===== config.mk =====
export PLATFORM = sky130hd
export DESIGN_NAME = muldiv_unit
export DESIGN_NICKNAME = d
export VERILOG_FILES = /design/src/rtl/muldiv_unit.sv
export SDC_FILE = /design/constraint.sdc
export NUM_CORES = 1
export LEC_CHECK = 0
export ABC_AREA = 1
export BUFFER_PORTS_ARGS = -buffer_cell sky130_fd_sc_hd__clkbuf_2
export CORE_MARGIN = 5
export CORE_UTILIZATION = 55
export CTS_CLUSTER_DIAMETER = 120
export DETAILED_ROUTE_END_ITERATION = 8
export HOLD_SLACK_MARGIN = 0.08
export MAX_ROUTING_LAYER = met4
export PLACE_DENSITY = 0.73
export SYNTH_ARGS = -nofsm -noshare
export SYNTH_HDL_FRONTEND = slang
export SYNTH_SLANG_ARGS = --single-unit

===== constraint.sdc =====
create_clock -name clk -period 5.6 [get_ports clk]
set_input_delay 0.28 -clock clk [delete_from_list [all_inputs] [get_ports clk]]
set_output_delay 0.28 -clock clk [all_outputs]
set_load 0.05 [all_outputs]

===== src/rtl/muldiv_unit.sv =====
// rtl/muldiv_unit.sv - iterative 32-bit unsigned multiply/divide unit with register-file write-back
// Optional divider datapath built when MULDIV_DIV_EN is defined.
module muldiv_unit #(
    parameter int WIDTH  = 32,
    parameter int ADDR_W = 5
) (
    input  logic              clk,
    input  logic              rst,
    input  logic              start,
    input  logic [1:0]        op,
    input  logic [WIDTH-1:0]  A,
    input  logic [WIDTH-1:0]  B,
    input  logic [ADDR_W-1:0] Dest,
    output logic              busy,
    output logic              done,
    output logic [WIDTH-1:0]  Result,
    output logic [ADDR_W-1:0] W_Addr,
    output logic              Write_Reg,
    output logic              div_zero
);

    typedef enum logic [1:0] {IDLE, RUN, DONE} state_t;

    state_t              state;
    logic [5:0]          cnt;
    logic [2*WIDTH-1:0]  acc;
    logic [WIDTH-1:0]    a_q;
    logic [WIDTH-1:0]    b_q;
    logic [1:0]          op_q;
    logic [ADDR_W-1:0]   dest_q;

    logic [WIDTH:0]      mul_sum;
    logic [2*WIDTH-1:0]  mul_next;
    logic                finish;
    logic [WIDTH-1:0]    fin_res;
    logic                fin_wr;
    logic                fin_dz;

    // Shift-add step: add multiplicand into the upper half on a set multiplier bit, then shift right with carry
    always_comb begin
        mul_sum  = {1'b0, acc[2*WIDTH-1:WIDTH]} + (b_q[0] ? {1'b0, a_q} : {(WIDTH+1){1'b0}});
        mul_next = (2*WIDTH)'({mul_sum, acc[WIDTH-1:0]} >> 1);
    end

`ifdef MULDIV_DIV_EN
    logic [WIDTH:0]      div_shift;
    logic                div_ge;
    logic [WIDTH-1:0]    div_sub;
    logic [2*WIDTH-1:0]  div_next;

    // Restoring step: {rem, quo} shifts left pulling in the next dividend bit; the 33-bit compare decides the quotient bit
    always_comb begin
        div_shift = {acc[2*WIDTH-1:WIDTH], a_q[WIDTH-1]};
        div_ge    = (div_shift >= {1'b0, b_q});
        div_sub   = div_shift[WIDTH-1:0] - b_q;
        div_next  = {(div_ge ? div_sub : div_shift[WIDTH-1:0]), acc[WIDTH-2:0], div_ge};
    end
`endif

    // Completion decision and the value to be written back on the DONE entry
    always_comb begin
        finish  = 1'b0;
        fin_res = '0;
        fin_wr  = (dest_q != '0);
        fin_dz  = 1'b0;
        if (op_q[1]) begin
`ifdef MULDIV_DIV_EN
            if (b_q == '0) begin
                finish  = 1'b1;
                fin_res = op_q[0] ? a_q : {WIDTH{1'b1}};
                fin_dz  = 1'b1;
            end else begin
                finish  = (cnt == 6'd31);
                fin_res = op_q[0] ? div_next[2*WIDTH-1:WIDTH] : div_next[WIDTH-1:0];
            end
`else
            finish = 1'b1;
            fin_wr = 1'b0;
`endif
        end else begin
            finish  = (cnt == 6'd31);
            fin_res = op_q[0] ? mul_next[2*WIDTH-1:WIDTH] : mul_next[WIDTH-1:0];
        end
    end

    // Control FSM, iteration datapath and registered write-back outputs
    always_ff @(posedge clk or posedge rst) begin
        if (rst) begin
            state     <= IDLE;
            cnt       <= '0;
            acc       <= '0;
            a_q       <= '0;
            b_q       <= '0;
            op_q      <= '0;
            dest_q    <= '0;
            busy      <= 1'b0;
            done      <= 1'b0;
            Result    <= '0;
            W_Addr    <= '0;
            Write_Reg <= 1'b0;
            div_zero  <= 1'b0;
        end else begin
            case (state)
                IDLE: begin
                    done      <= 1'b0;
                    Write_Reg <= 1'b0;
                    div_zero  <= 1'b0;
                    if (start) begin
                        a_q    <= A;
                        b_q    <= B;
                        op_q   <= op;
                        dest_q <= Dest;
                        acc    <= '0;
                        cnt    <= '0;
                        busy   <= 1'b1;
                        state  <= RUN;
                    end
                end
                RUN: begin
                    cnt <= cnt + 6'd1;
                    if (op_q[1]) begin
`ifdef MULDIV_DIV_EN
                        acc <= div_next;
                        a_q <= a_q << 1;
`endif
                    end else begin
                        acc <= mul_next;
                        b_q <= b_q >> 1;
                    end
                    if (finish) begin
                        state     <= DONE;
                        done      <= 1'b1;
                        Result    <= fin_res;
                        W_Addr    <= dest_q;
                        Write_Reg <= fin_wr;
                        div_zero  <= fin_dz;
                    end
                end
                DONE: begin
                    done      <= 1'b0;
                    Write_Reg <= 1'b0;
                    div_zero  <= 1'b0;
                    busy      <= 1'b0;
                    state     <= IDLE;
                end
                default: state <= IDLE;
            endcase
        end
    end

endmodule


==> key figures <==
Detailed routing
  • Post-route ant nets: 0
  • Wire length per cell: 14.66 microns
  • TritonRoute pass-1 iters: 5
  • Final WL: 26.52 mm
  • DR DRC count: 0
  • 1st-iter DRT viols: 555
  • Total number of vias: 9119
  • Vias per Instance: 5.041

STA
  • Hold Fails Final Rpt: 0
  • Relative slew slack: 0.4302
  • Skew final: 0.009008 ns
  • RSZ-0062 raised after global routing: false
  • Worst-Margin Slew: 0.8546 ns
  • Final Setup Violations: 0
  • Worst hold slack: 0.08683 ns
  • Post-layout min period: 3.063 ns
  • Final Cycle Share: 0.5470
  • Final setup TNS: 0 ns
  • Fmax: 0.3265 GHz
  • Max-slew violation count: 0

Global route
  • Total grt overflow: 0
  • Total GRT Usage: 0.2626
  • Global-route wire length before repair: 44.67 mm
  • Antenna violations before repair: 0
  • Vias in the first global route: 8885
  • Pin count of the biggest net entering global routing: 91

Synthesis
  • Share of the synthesized area in the top cell type: 0.4515
  • Yosys top cell by area: dfrtp_1
  • Post-Synthesis Cells: 1423
  • Seq/Total Area, Yosys: 0.4515
  • Seq cells post-synth: 182
  • Distinct cells, synth: 38
  • Synth warnings: 0
  • Ranking of synthesized cells by area: dfrtp_1, nand2_1, inv_1
  • Syn avg cell area: 7.089 sq um
  • Synthesized cell area: 10090 sq um
  • Syn nets: 1531

Worst setup path
  • Critical Path RT: 5.95 ns
  • Reg2Reg Depth: 10
  • Reg2Reg Capture Point: b_q[23]
  • Crit-path cells: inv_2 -> nor2_4 -> buf_4 -> inv_4 -> nand2_4 -> nand2_4 -> inv_2 -> buf_4 -> nor2_1 -> a31oi_1
  • Setup crit end: b_q[23]
  • WP data arrival: 3.42 ns
  • Slowest stage delay, CP: 0.58 ns
  • CP startpoint: state[0]
  • Crit. End Element: flip-flop
  • Critical Path Start Type: flip-flop
  • Crit path kind: reg2reg
  • RR Startpoint: state[0]
  • Worst R2R Setup Slack: 2.54 ns
  • Slowest-stage cell, CP: buf_4
  • Critical Path Fanout Max: 65

Clock tree
  • Clk_lat worst skew: 0.44 ns
  • Total CTS buffers: 17
  • Setup Buffers After CTS: 0
  • CTS tree: yes
  • Max Root-Sink Buffers: 2
  • Clock transition at path regs: 0.08 ns
  • Clock Root Buffer: clkbuf_16
  • CTS sink cnt: 182
  • CTS HTree Levels: 4

Worst hold path
  • Hold path cells: 3
  • Worst min path class: in2reg

Power
  • Leakage Power: 6.773 nW
  • Pwr Total: 0.006359 W
  • Pwr dens: 531.6 nW/um^2
  • Worst vdd rail ir drop: 0.0003692 V

Cells and area
  • Fillers: 1597
  • Multi-input logic area: 4497 sq um
  • P&R area growth vs syn: 18.59%
  • Final Instance Area: 11960 sq um
  • Total Nets Final: 1675
  • Most frequent cells in the layout: nand2_1, inv_1, dfrtp_1
  • Commonest non-fill, non-tap cell in the layout: nand2_1
  • # diodes: 0
  • FF+latch area: 4554 sq um
  • Share of cells above drive strength 1: 0.1076

Floorplanning
  • # IOs: 115
  • DIE HEIGHT: 145.4 microns
  • CORE AREA: 18020 sq um
  • Initial core utilization: 0.5596
  • Die Span X: 145.4 microns
  • Die area: 21150 sq um
  • FP Rows: 49

Status
  • Outcome: finished clean

Placed design
  • I/O Buffers: 113
  • Placer Congestion: 0.9685
  • Placed inst area: 10760 sq um
  • Post-DP HPWL: 18.42 mm

Job
  • Max-cap violations: 0
## flip-flops by register name (all words and copies together) (netlist names), 5 cells and up
name	flops
acc	63
Result	32
a_q	32
b_q	32
cnt	6
W_Addr	5
dest_q	5
## metrics by stage
step                      worst slack (ns)  std cells  utilization
after global routing                 2.248       1809       0.6637
after detailed placement             2.560       1720       0.5969
after global placement               2.614       1720       0.5969
after CTS                            2.540       1809       0.6637
after floorplan                     0.3763       1423            -
final                                2.537       1809       0.6637
## Yosys cell counts, drive strengths merged
cell,n
o211ai,9
or2,1
a21o,1
nand2,623
o31ai,1
dfrtp,182
nand3b,1
o21ai,44
buf,26
nand4,2
nor3,7
a21oi,42
nor2,82
xor2,2
inv,212
o22ai,31
fa,1
nand3,48
and2,5
conb,1
o21bai,1
a31oi,27
ha,33
clkbuf,26
xnor2,13
a22o,2
## area by class of cell
| type | count | share of cell area |
|---|---|---|
| Clock inverter | 15 | 0.01736 |
| Multi-Input combinational cell | 977 | 0.3759 |
| Inverter | 212 | 0.06715 |
| Timing Repair Buffer | 177 | 0.09936 |
| Clock buffer | 17 | 0.03556 |
| Tap cell | 229 | 0.02395 |
| Sequential cell | 182 | 0.3807 |
## per-layer routing
layer  vias up  GRT usage  part of all wire
li1       4659          -                 -
met1      4210     0.3684              0.48
met2       219     0.4048              0.46
met3        31    0.04360             0.048
met4         0    0.05970             0.016
met5         -          -                 0
## worst max-delay path, delay by kind of cell, from the launching register on
family / cells / cell delay, ns
AOI/OAI and AO/OA: 1 / 0.19
buffers and inverters: 5 / 1.77
DFF: 1 / 0.40
and+or+nand+nor: 4 / 0.59
## what timing repair did
item	CTS	global route
gates resized for setup	0	0
endpoints found under the setup margin	0	0
hold buffers	57	0
hold endpoints to repair	144	0
## power by group
group          internal (W)  switching [W]
logic              0.000938        0.00211
registers           0.00177       0.000253
clock network      0.000687       0.000600
total               0.00340        0.00296
## worst min-delay path by stage
stage | from | endpoint | slack (ns)
floorplan | A[0] | a_q[0] | 0.39
global placement | W_Addr[1] | W_Addr[1] | 0.46
detailed placement | a_q[9] | a_q[9] | 0.46
CTS | B[14] | b_q[14] | 0.08
global route | B[14] | b_q[14] | 0.08
finish | B[14] | b_q[14] | 0.09
## logic make-up (layout without fill, tap and decap cells)
group                      Yosys count  count (layout)  synth area share
AOI/OAI and AO/OA                  158             158           0.09043
adders and majority gates           34              34           0.04292
xor gates and xnor gates            15              15           0.01302
and+or+nand+nor                    769             769            0.2991
buffers and inverters              264             421            0.1027
other                                1               1         0.0003718
DFF                                182             182            0.4515
Note: power is estimated with default switching activity, not from simulation.
